<file path="src/rtl/hamming_secded_serial_encoder.sv">
// SECDED (72,64) encoder that serialises each codeword MSB first with a one-cycle gap.
// Optional error injection when ENC_INJECT_EN is defined: loaded codeword is XORed with inject_mask.
module hamming_secded_serial_encoder #(
  parameter int FRAME_BITS = 72,
  parameter int CNT_W      = 16
) (
  input  logic                  clk,
  input  logic                  reset,
  input  logic [63:0]           data_in,
  input  logic                  data_valid,
  output logic                  data_ready,
  input  logic [FRAME_BITS-1:0] inject_mask,
  output logic                  serial_out,
  output logic                  serial_valid,
  output logic                  frame_start,
  output logic                  busy,
  output logic [CNT_W-1:0]      frames_sent
);

  typedef enum logic [1:0] {StIdle, StShift, StGap} state_e;

  localparam logic [6:0] LastBit = 7'(FRAME_BITS - 1);

  state_e                  state_q;
  logic [FRAME_BITS-1:0]   shift_q;
  logic [6:0]              bit_cnt_q;
  logic                    serial_out_q;
  logic                    serial_valid_q;
  logic                    frame_start_q;
  logic                    busy_q;
  logic [CNT_W-1:0]        frames_sent_q;
  logic [FRAME_BITS-1:0]   cw;
  logic [FRAME_BITS-1:0]   cw_tx;

  // Data bit k sits at the k-th non-power-of-two position from 3 upward; each set position
  // bit contributes that data bit to the matching check bit.
  function automatic logic [71:0] encode(input logic [63:0] d);
    logic [6:0] c;
    logic [6:0] p7;
    logic [5:0] k;
    c = '0;
    k = '0;
    for (int pos = 3; pos < 72; pos++) begin
      p7 = 7'(pos);
      if ((p7 & (p7 - 7'd1)) != 7'd0) begin
        c = c ^ (p7 & {7{d[k]}});
        k = k + 6'd1;
      end
    end
    return {d, c, ^{d, c}};
  endfunction

  always_comb begin
    cw = encode(data_in);
`ifdef ENC_INJECT_EN
    cw_tx = cw ^ inject_mask;
`else
    cw_tx = cw;
`endif
  end

`ifndef ENC_INJECT_EN
  logic unused_inject_mask;
  assign unused_inject_mask = ^inject_mask;
`endif

  assign data_ready   = !reset && (state_q != StShift);
  assign serial_out   = serial_out_q;
  assign serial_valid = serial_valid_q;
  assign frame_start  = frame_start_q;
  assign busy         = busy_q;
  assign frames_sent  = frames_sent_q;

  always_ff @(posedge clk or posedge reset) begin
    if (reset) begin
      state_q        <= StIdle;
      shift_q        <= '0;
      bit_cnt_q      <= '0;
      serial_out_q   <= 1'b0;
      serial_valid_q <= 1'b0;
      frame_start_q  <= 1'b0;
      busy_q         <= 1'b0;
      frames_sent_q  <= '0;
    end else begin
      frame_start_q <= 1'b0;
      unique case (state_q)
        StIdle, StGap: begin
          if (data_valid) begin
            // Bit 71 goes straight to the output register; the rest queue up behind it.
            shift_q        <= {cw_tx[FRAME_BITS-2:0], 1'b0};
            serial_out_q   <= cw_tx[FRAME_BITS-1];
            serial_valid_q <= 1'b1;
            frame_start_q  <= 1'b1;
            busy_q         <= 1'b1;
            bit_cnt_q      <= '0;
            state_q        <= StShift;
          end else if (state_q == StGap) begin
            busy_q  <= 1'b0;
            state_q <= StIdle;
          end
        end
        StShift: begin
          if (bit_cnt_q == LastBit) begin
            state_q        <= StGap;
            bit_cnt_q      <= '0;
            frames_sent_q  <= frames_sent_q + 1'b1;
            serial_out_q   <= 1'b0;
            serial_valid_q <= 1'b0;
          end else begin
            serial_out_q <= shift_q[FRAME_BITS-1];
            shift_q      <= {shift_q[FRAME_BITS-2:0], 1'b0};
            bit_cnt_q    <= bit_cnt_q + 7'd1;
          end
        end
        default: state_q <= StIdle;
      endcase
    end
  end

endmodule

</file>
<file path="config.mk">
export PLATFORM = sky130hd
export DESIGN_NAME = hamming_secded_serial_encoder
export DESIGN_NICKNAME = d
export VERILOG_FILES = /design/src/rtl/hamming_secded_serial_encoder.sv
export SDC_FILE = /design/constraint.sdc
export NUM_CORES = 1
export LEC_CHECK = 0
export ABC_CLOCK_PERIOD_IN_PS = 4800
export BUFFER_PORTS_ARGS = -buffer_cell sky130_fd_sc_hd__buf_2
export CORE_ASPECT_RATIO = 0.8
export CORE_UTILIZATION = 55
export CTS_CLUSTER_DIAMETER = 80
export CTS_CLUSTER_SIZE = 25
export DETAILED_ROUTE_END_ITERATION = 7
export MAX_ROUTING_LAYER = met4
export PLACE_DENSITY_LB_ADDON = 0.15
export SLEW_MARGIN = 20
export SYNTH_ARGS = -nofsm -noshare
export SYNTH_HDL_FRONTEND = slang
export SYNTH_SLANG_ARGS = --single-unit
</file>
<file path="constraint.sdc">
create_clock -name clk -period 4.8 [get_ports clk]
set_input_delay 0.48 -clock clk [delete_from_list [all_inputs] [get_ports clk]]
set_output_delay 0.48 -clock clk [all_outputs]
set_load 0.1 [all_outputs]
</file>
==> flow_metrics.py, run 1 <==
metrics = {
    "outcome": {
        "status": "completed",
    },
    "critical_path": {
        "crit_start": "bit_cnt_q[4]$_DFFE_PP0P_",
        "cpPeakStageDelay_ps": 450,
        "crit_fanout": 82,
        "start_kind": "flip-flop",
        "reg2reg_from": "bit_cnt_q[4]$_DFFE_PP0P_",
        "crit_path_cell_trace": "nor4b_1 -> nand3_1 -> nand2_1 -> nand2_4 -> buf_4 -> nor2_1 -> a31oi_1",
        "cp.arrival_ps": 2740,
        "cp_data_required_time_ps": 5000,
        "endpoint_kind": "flip-flop",
        "path_class": "flip-flop to flip-flop",
        "worst_path_max_delay_cell": "nand2_4",
    },
    "timing": {
        "grt_setup_unrepaired": "false",
        "hold_violations": 0,
        "relSlewSlack": 0.464,
        "period_minus_slack_ps": 2540,
        "drv_slew": 0,
        "fin_crit_sh": 0.530,
        "setup_viol": 0,
        "finalClockSkew_ps": 5.05,
        "layout_setup_ws_ps": 2260,
        "worst_slew_pin_slew_ps": 804,
        "setup_tns_ps": 0,
        "whs_ps": 178,
        "timing.fmax_mhz": 393,
    },
    "synthesis": {
        "synthSimpleGateAreaFrac": 0.173,
        "synth_mux_area_frac": 0.00196,
        "syn_nets": 762,
        "synth-warning-count": 0,
        "synth_top_family_by_area": "XOR/XNOR gates",
        "syn_inst": 621,
        "synthAdderAreaFrac": 0.00436,
        "ys_seq_area_frac": 0.436,
        "avgSynthCellArea_sq_um": 9.25,
        "synth_cell_types": 29,
        "synth-seq-cells": 100,
        "synth_compound_area_frac": 0.0978,
        "synth_xor_area_frac": 0.259,
        "synth_area_sq_mm": 0.00574,
    },
    "floorplanning": {
        "core_sq_mm": 0.00989,
        "die_h_microns": 93.4,
        "fp-row-count": 32,
        "initial_utilization": 0.581,
        "io_pins": 160,
        "die_x_microns": 116,
        "dieArea_sq_mm": 0.0109,
    },
    "route": {
        "drt-initial-drc-count": 383,
        "antenna_left": 0,
        "drcViolationCount": 0,
        "totalWireLength_mm": 12.9,
        "viasPerCell": 5.40,
        "routed-via-count": 4507,
        "wire_per_inst_microns": 15.4,
        "drtPass1Iterations": 5,
    },
    "layout": {
        "diodes": 0,
        "fin_cells": 834,
        "nFillCells": 806,
        "layout.nets": 834,
        "mostFrequentLayoutCell": "nand2_1",
        "drive_gt1_frac": 0.170,
        "syn2layout_area_growth_pct": 14.7,
        "fin_util": 0.666,
        "postLayoutCellArea_sq_mm": 0.00659,
        "final_cell_mix": "nand2_1, dfrtp_1, xnor2_1",
    },
    "place": {
        "placed_cell_area_sq_mm": 0.00629,
        "place_ws_ps": 1920,
        "placedCellCount": 818,
        "place_congestion": 0.843,
        "hpwl_mm": 9.15,
        "portBuffers": 87,
    },
    "worst_hold_path": {
        "hold_class": "input pin to async pin",
    },
    "clocking": {
        "cts_buffers": 9,
        "clk_path_buf_depth": 2,
        "cts_sinks": 100,
        "clk_latency_ps": 340,
        "cts_resized": 0,
        "cts_tree": "built",
        "post-cts-setup-buffer-count": 0,
        "cts.htree.levels": 3,
        "cts_root_buf": "clkbuf_16",
        "cts_hold_buf": 0,
        "clk_pin_slew_worst_paths_ps": 60,
    },
    "global_routing": {
        "grtUsageTotal": 0.269,
        "grt_max_degree": 83,
        "grt-ovfl-total": 0,
        "grt_antenna_before_repair": 0,
        "grt_pass1_vias": 4268,
        "grt_pass1_wl_mm": 21.5,
    },
    "pwr": {
        "power_density_mw_per_mm2": 366,
        "total_power_mw": 2.41,
        "ir_drop_mv": 0.274,
        "leakage_nw": 3.15,
    },
    "flow_run": {
        "timing.max_cap.violations": 0,
    },
}
==> state kept, by name, summed over array words and instances (netlist names) <==
signal        flops
state_q           2
busy              1
bit_cnt_q         7
serial_out        1
shift_q          71
frame_start       1
serial_valid      1
frames_sent      16
==> final cells by class <==
cell class,count,area (sq um),share of cell area
clock buffer,12,246,0.0374
inverter,10,40.0,0.00608
multi-input combinational,479,3100,0.471
clock inverter,4,48.8,0.00741
sequential,100,2500,0.380
tap,136,170,0.0258
timing repair buffer,93,480,0.0729
==> report_power, final <==
part	internal [mW]	leakage (nW)	switching (mW)	total [mW]
clock network	0.418	0.147	0.304	0.722
logic	0.504	1.75	0.335	0.838
registers	0.846	1.25	0.00197	0.848
total	1.77	3.15	0.641	2.41
==> cells in the mapped netlist (all sizes together) <==
cell type | number | share of area
nand4 | 4 | 0.0044
ha | 2 | 0.0044
a32o | 1 | 0.0017
dfrtp | 100 | 0.44
xor2 | 16 | 0.024
o21a | 1 | 0.0013
mux2 | 1 | 0.0020
and3 | 2 | 0.0022
inv | 10 | 0.0065
nand3 | 7 | 0.0061
xnor3 | 20 | 0.079
nor2 | 81 | 0.053
xor3 | 2 | 0.0083
xnor2 | 93 | 0.15
o21ai | 14 | 0.012
nor4b | 1 | 0.0015
nand2 | 152 | 0.099
nor2b | 1 | 0.0011
nand2b | 1 | 0.0011
a21oi | 2 | 0.0017
o22ai | 1 | 0.0022
a31oi | 71 | 0.077
o211ai | 1 | 0.0013
and2 | 1 | 0.0011
nor3 | 4 | 0.0035
clkbuf | 32 | 0.021
==> routing by layer <==
| metal | vias up | share of wire | track usage |
|---|---|---|---|
| met2 | 126 | 0.45 | 0.394 |
| met1 | 2168 | 0.48 | 0.388 |
| met5 | - | 0 | - |
| met4 | 0 | 0.011 | 0.0652 |
| li1 | 2203 | - | - |
| met3 | 10 | 0.058 | 0.0486 |
==> final timing paths <==
kind,endpoint,slack (ps),depth (start not counted)
setup / recovery,shift_q[22]$_DFFE_PP0P_,2260,7
hold reg to reg,frames_sent[15]$_DFFE_PP0P_,470,1
min in group clk,shift_q[46]$_DFFE_PP0P_,400,3
setup reg to reg,shift_q[22]$_DFFE_PP0P_,2260,7
max in group asynchronous,frames_sent[13]$_DFFE_PP0P_,3490,3
hold / removal,bit_cnt_q[0]$_DFFE_PP0P_,180,2
==> critical path: cells and delay by family, from the launching register on <==
family                 cells  cell delay, ps
flip-flops                 1             440
AND/OR/NAND/NOR            5            1410
AO/OA/AOI/OAI              1              60
buffers and inverters      1             440
==> cell families (layout without fill, tap and decap cells) <==
group,Yosys count,after routing
muxes,1,1
buffers and inverters,42,119
DFF,100,100
adders and majority gates,2,2
AOI/OAI and AO/OA,91,91
and+or+nand+nor,254,254
xor gates and xnor gates,131,131
Note: power is estimated with default switching activity, not from simulation.
==> run 2, diff against run 1 <==
ABC_AREA = 1   (was unset)
ABC_CLOCK_PERIOD_IN_PS = 2150   (was 4800)
CORE_UTILIZATION = 51   (was 55)
clock period = 2.15 ns   (was 4.8 ns; I/O delays follow)
==> run 2 against run 1 <==
Critical path depth grew 5; count of clock-buffer cells in the layout shrank 2; synthesized area grew 32%; critical path type unchanged; non-clock buffer count grew 33; largest power group is now combinational logic; first-iteration DRC count grew 39%; utilization shrank 5.5 points; sequential share of layout area shrank 9.5 points; hold slack lost 130 ps; design area grew 33%; synthesized cell count grew 88%; clock power grew 130%; final cell count grew 74%; the flow now finishes with violations (design-rule violations).
==> flow_metrics.py, run 2 <==
metrics = {
    "pwr": {
        "p_clk_frac": 0.178,
        "total_power_mw": 9.24,
        "leakage_nw": 5.08,
        "ir_drop_mv": 0.527,
        "pwr-share-comb": 0.504,
        "switching_power_mw": 4.01,
        "p_int_mw": 5.23,
        "power_frac_seq": 0.318,
        "power_density_mw_per_mm2": 1050,
        "p_sw_frac": 0.434,
    },
    "synthesis": {
        "synth_xor_area_frac": 0.105,
        "synthSimpleGateAreaFrac": 0.319,
        "synth_compound_area_frac": 0.124,
        "synth-warning-count": 0,
        "synth_area_sq_mm": 0.00760,
        "synthTopCellsByCount": "nand2_1, inv_1, dfrtp_1",
        "synth-seq-cells": 100,
        "synthAdderAreaFrac": 0.00329,
        "synth_cell_types": 37,
        "async_flop_share": 1.00,
        "synthMostInstantiatedCell": "nand2_1",
        "synth_top_area_cell": "dfrtp_1",
        "ys_seq_area_frac": 0.329,
        "syn_inst": 1168,
        "synth_top_family_by_area": "simple AND/OR/NAND/NOR gates",
        "synthDominantCellAreaShare": 0.329,
        "synth_edf_count": 0,
        "synth_mux_area_frac": 0,
        "avgSynthCellArea_sq_um": 6.51,
        "synth_flop_cell": "dfrtp_1",
        "synth_area_leaders": "dfrtp_1, nand2_1, inv_1, o211ai_1, xor2_1",
        "syn_nets": 1309,
    },
    "floorplanning": {
        "die_x_microns": 139,
        "fp-row-count": 39,
        "core_sq_mm": 0.0144,
        "initial_utilization": 0.528,
        "die_h_microns": 111,
        "dieArea_sq_mm": 0.0154,
        "io_pins": 160,
    },
    "critical_path": {
        "cp.arrival_ps": 2300,
        "path_class": "flip-flop to flip-flop",
        "worst-r2r-setup-slack_ps": 130,
        "endpoint_kind": "flip-flop",
        "start_kind": "flip-flop",
        "r2r-end": "frames_sent[14]$_DFFE_PP0P_",
        "cp_data_required_time_ps": 2430,
        "reg2reg_from": "bit_cnt_q[0]$_DFFE_PP0P_",
        "r2r_cells": 12,
        "crit_fanout": 3,
        "crit_start": "bit_cnt_q[0]$_DFFE_PP0P_",
    },
    "outcome": {
        "status": "finished with violations",
        "violations": "design-rule violations",
    },
    "route": {
        "drt-initial-drc-count": 534,
        "viasPerCell": 5.11,
        "drcViolationCount": 6,
        "wire_per_inst_microns": 13.4,
        "antenna_left": 0,
        "drtPass1Iterations": 7,
        "totalWireLength_mm": 19.4,
        "routed-via-count": 7404,
    },
    "layout": {
        "syn2layout_area_growth_pct": 15.7,
        "layout.nets": 1401,
        "fin_cells": 1449,
        "largest_reg_flops": 71,
        "mostFrequentLayoutCell": "nand2_1",
        "postLayoutCellArea_sq_mm": 0.00879,
        "final_cell_mix": "nand2_1, inv_1, dfrtp_1",
        "top_register": "shift_q",
        "drive_gt1_frac": 0.154,
        "diodes": 0,
        "fin_util": 0.611,
    },
    "global_routing": {
        "grt_pass1_vias": 6308,
        "top_usage_layer": "met2",
        "grt_pass1_wl_mm": 30.4,
        "grtUsageMet2": 0.370,
        "grt-ovfl-total": 0,
        "grt_antenna_before_repair": 0,
        "met3_usage": 0.0423,
        "grt_max_degree": 134,
        "grtUsageTotal": 0.254,
        "grt_util_met1": 0.364,
    },
    "place": {
        "placed_cell_area_sq_mm": 0.00834,
        "placedCellCount": 1427,
        "place_congestion": 0.920,
        "hpwl_mm": 13.9,
        "portBuffers": 87,
        "place_ws_ps": -70.6,
    },
    "timing": {
        "finalClockSkew_ps": 9.94,
        "hold_violations": 0,
        "fin_crit_sh": 0.942,
        "timing.fmax_mhz": 494,
        "whs_ps": 45.0,
        "period_minus_slack_ps": 2020,
        "drv_slew": 0,
        "setup_tns_ps": 0,
        "grt_setup_unrepaired": "true",
        "layout_setup_ws_ps": 125,
        "relSlewSlack": 0.533,
        "setup_viol": 0,
        "worst_slew_pin_slew_ps": 701,
    },
    "worst_hold_path": {
        "hold_class": "input pin to async pin",
    },
    "flow_run": {
        "timing.max_cap.violations": 0,
    },
    "clocking": {
        "cts_buffers": 9,
        "clk_latency_ps": 360,
        "cts_hold_buf": 0,
        "cts.htree.levels": 3,
        "cts_root_buf": "clkbuf_16",
        "cts_tree": "built",
        "clk_pin_slew_worst_paths_ps": 80,
        "clk_path_buf_depth": 2,
        "cts_sinks": 100,
    },
}
## run 2: cell count changes after synthesis, sizes merged, moves of 8 or more
cell / previous run / this run
xnor2: 93 / 37
o21ai: 14 / 76
xor2: 16 / 50
buf: 0 / 21
xnor3: 20 / 0
nand3: 7 / 67
nor2: 81 / 26
clkbuf: 32 / 24
nand2: 152 / 484
a31oi: 71 / 0
inv: 10 / 182
o211ai: 1 / 63
## run 2: power by group through the flow
stage	registers, mW	clock network [mW]	logic, mW
2_1_floorplan	3.15	0	3.28
3_3_place_gp	2.95	0	4.35
3_5_place_dp	2.98	0	4.46
4_1_cts	2.94	1.67	4.49
5_1_grt	3.01	1.74	5.31
6_report	2.94	1.65	4.66
## run 2: logic make-up after synthesis
| logic type | Yosys count |
|---|---|
| XOR/XNOR | 87 |
| adder cells (fa/ha/maj) | 2 |
| buffers and inverters | 228 |
| flip-flops | 100 |
| AO/OA/AOI/OAI | 154 |
| AND/OR/NAND/NOR | 597 |
## run 2: worst max path at each step
| stage | to | slack (ps) | cells after the start |
|---|---|---|---|
| after floorplan | frames_sent[12]$_DFFE_PP0P_ | 10 | 6 |
| after global placement | shift_q[1]$_DFFE_PP0P_ | -30 | 23 |
| after detailed placement | shift_q[1]$_DFFE_PP0P_ | -70 | 23 |
| after CTS | frames_sent[14]$_DFFE_PP0P_ | 30 | 12 |
| after global routing | frames_sent[14]$_DFFE_PP0P_ | -40 | 12 |
| final | frames_sent[14]$_DFFE_PP0P_ | 130 | 12 |
## run 2: worst max-delay path, cell delays in order, from the launching register on
cell,delay [ps]
dfrtp_1,380
ha_2,200
nand2_2,60
inv_2,60
nand3_2,60
nor3_2,150
nand2_1,100
inv_2,90
nand3_4,80
nor3_4,230
nand3_4,130
nor4_4,190
xor2_1,180
## run 2: cell type report
class,instances,area [sq um]
inverter,183,692
timing repair buffer,126,796
fill,1345,5600
sequential,100,2510
clock inverter,6,55.1
clock buffer,10,239
tap,184,230
multi-input combinational,840,4270
## run 2: repair_timing
item                                    CTS  global route
setup buffers                             0             4
endpoints found under the setup margin    0            32
resized for setup                         0            17
## run 2: metal layers
layer | part of all wire | wire [microns]
met1 | 0.50 | 9590
met2 | 0.44 | 8440
met3 | 0.053 | 1040
met4 | 0.015 | 286
met5 | 0 | 0
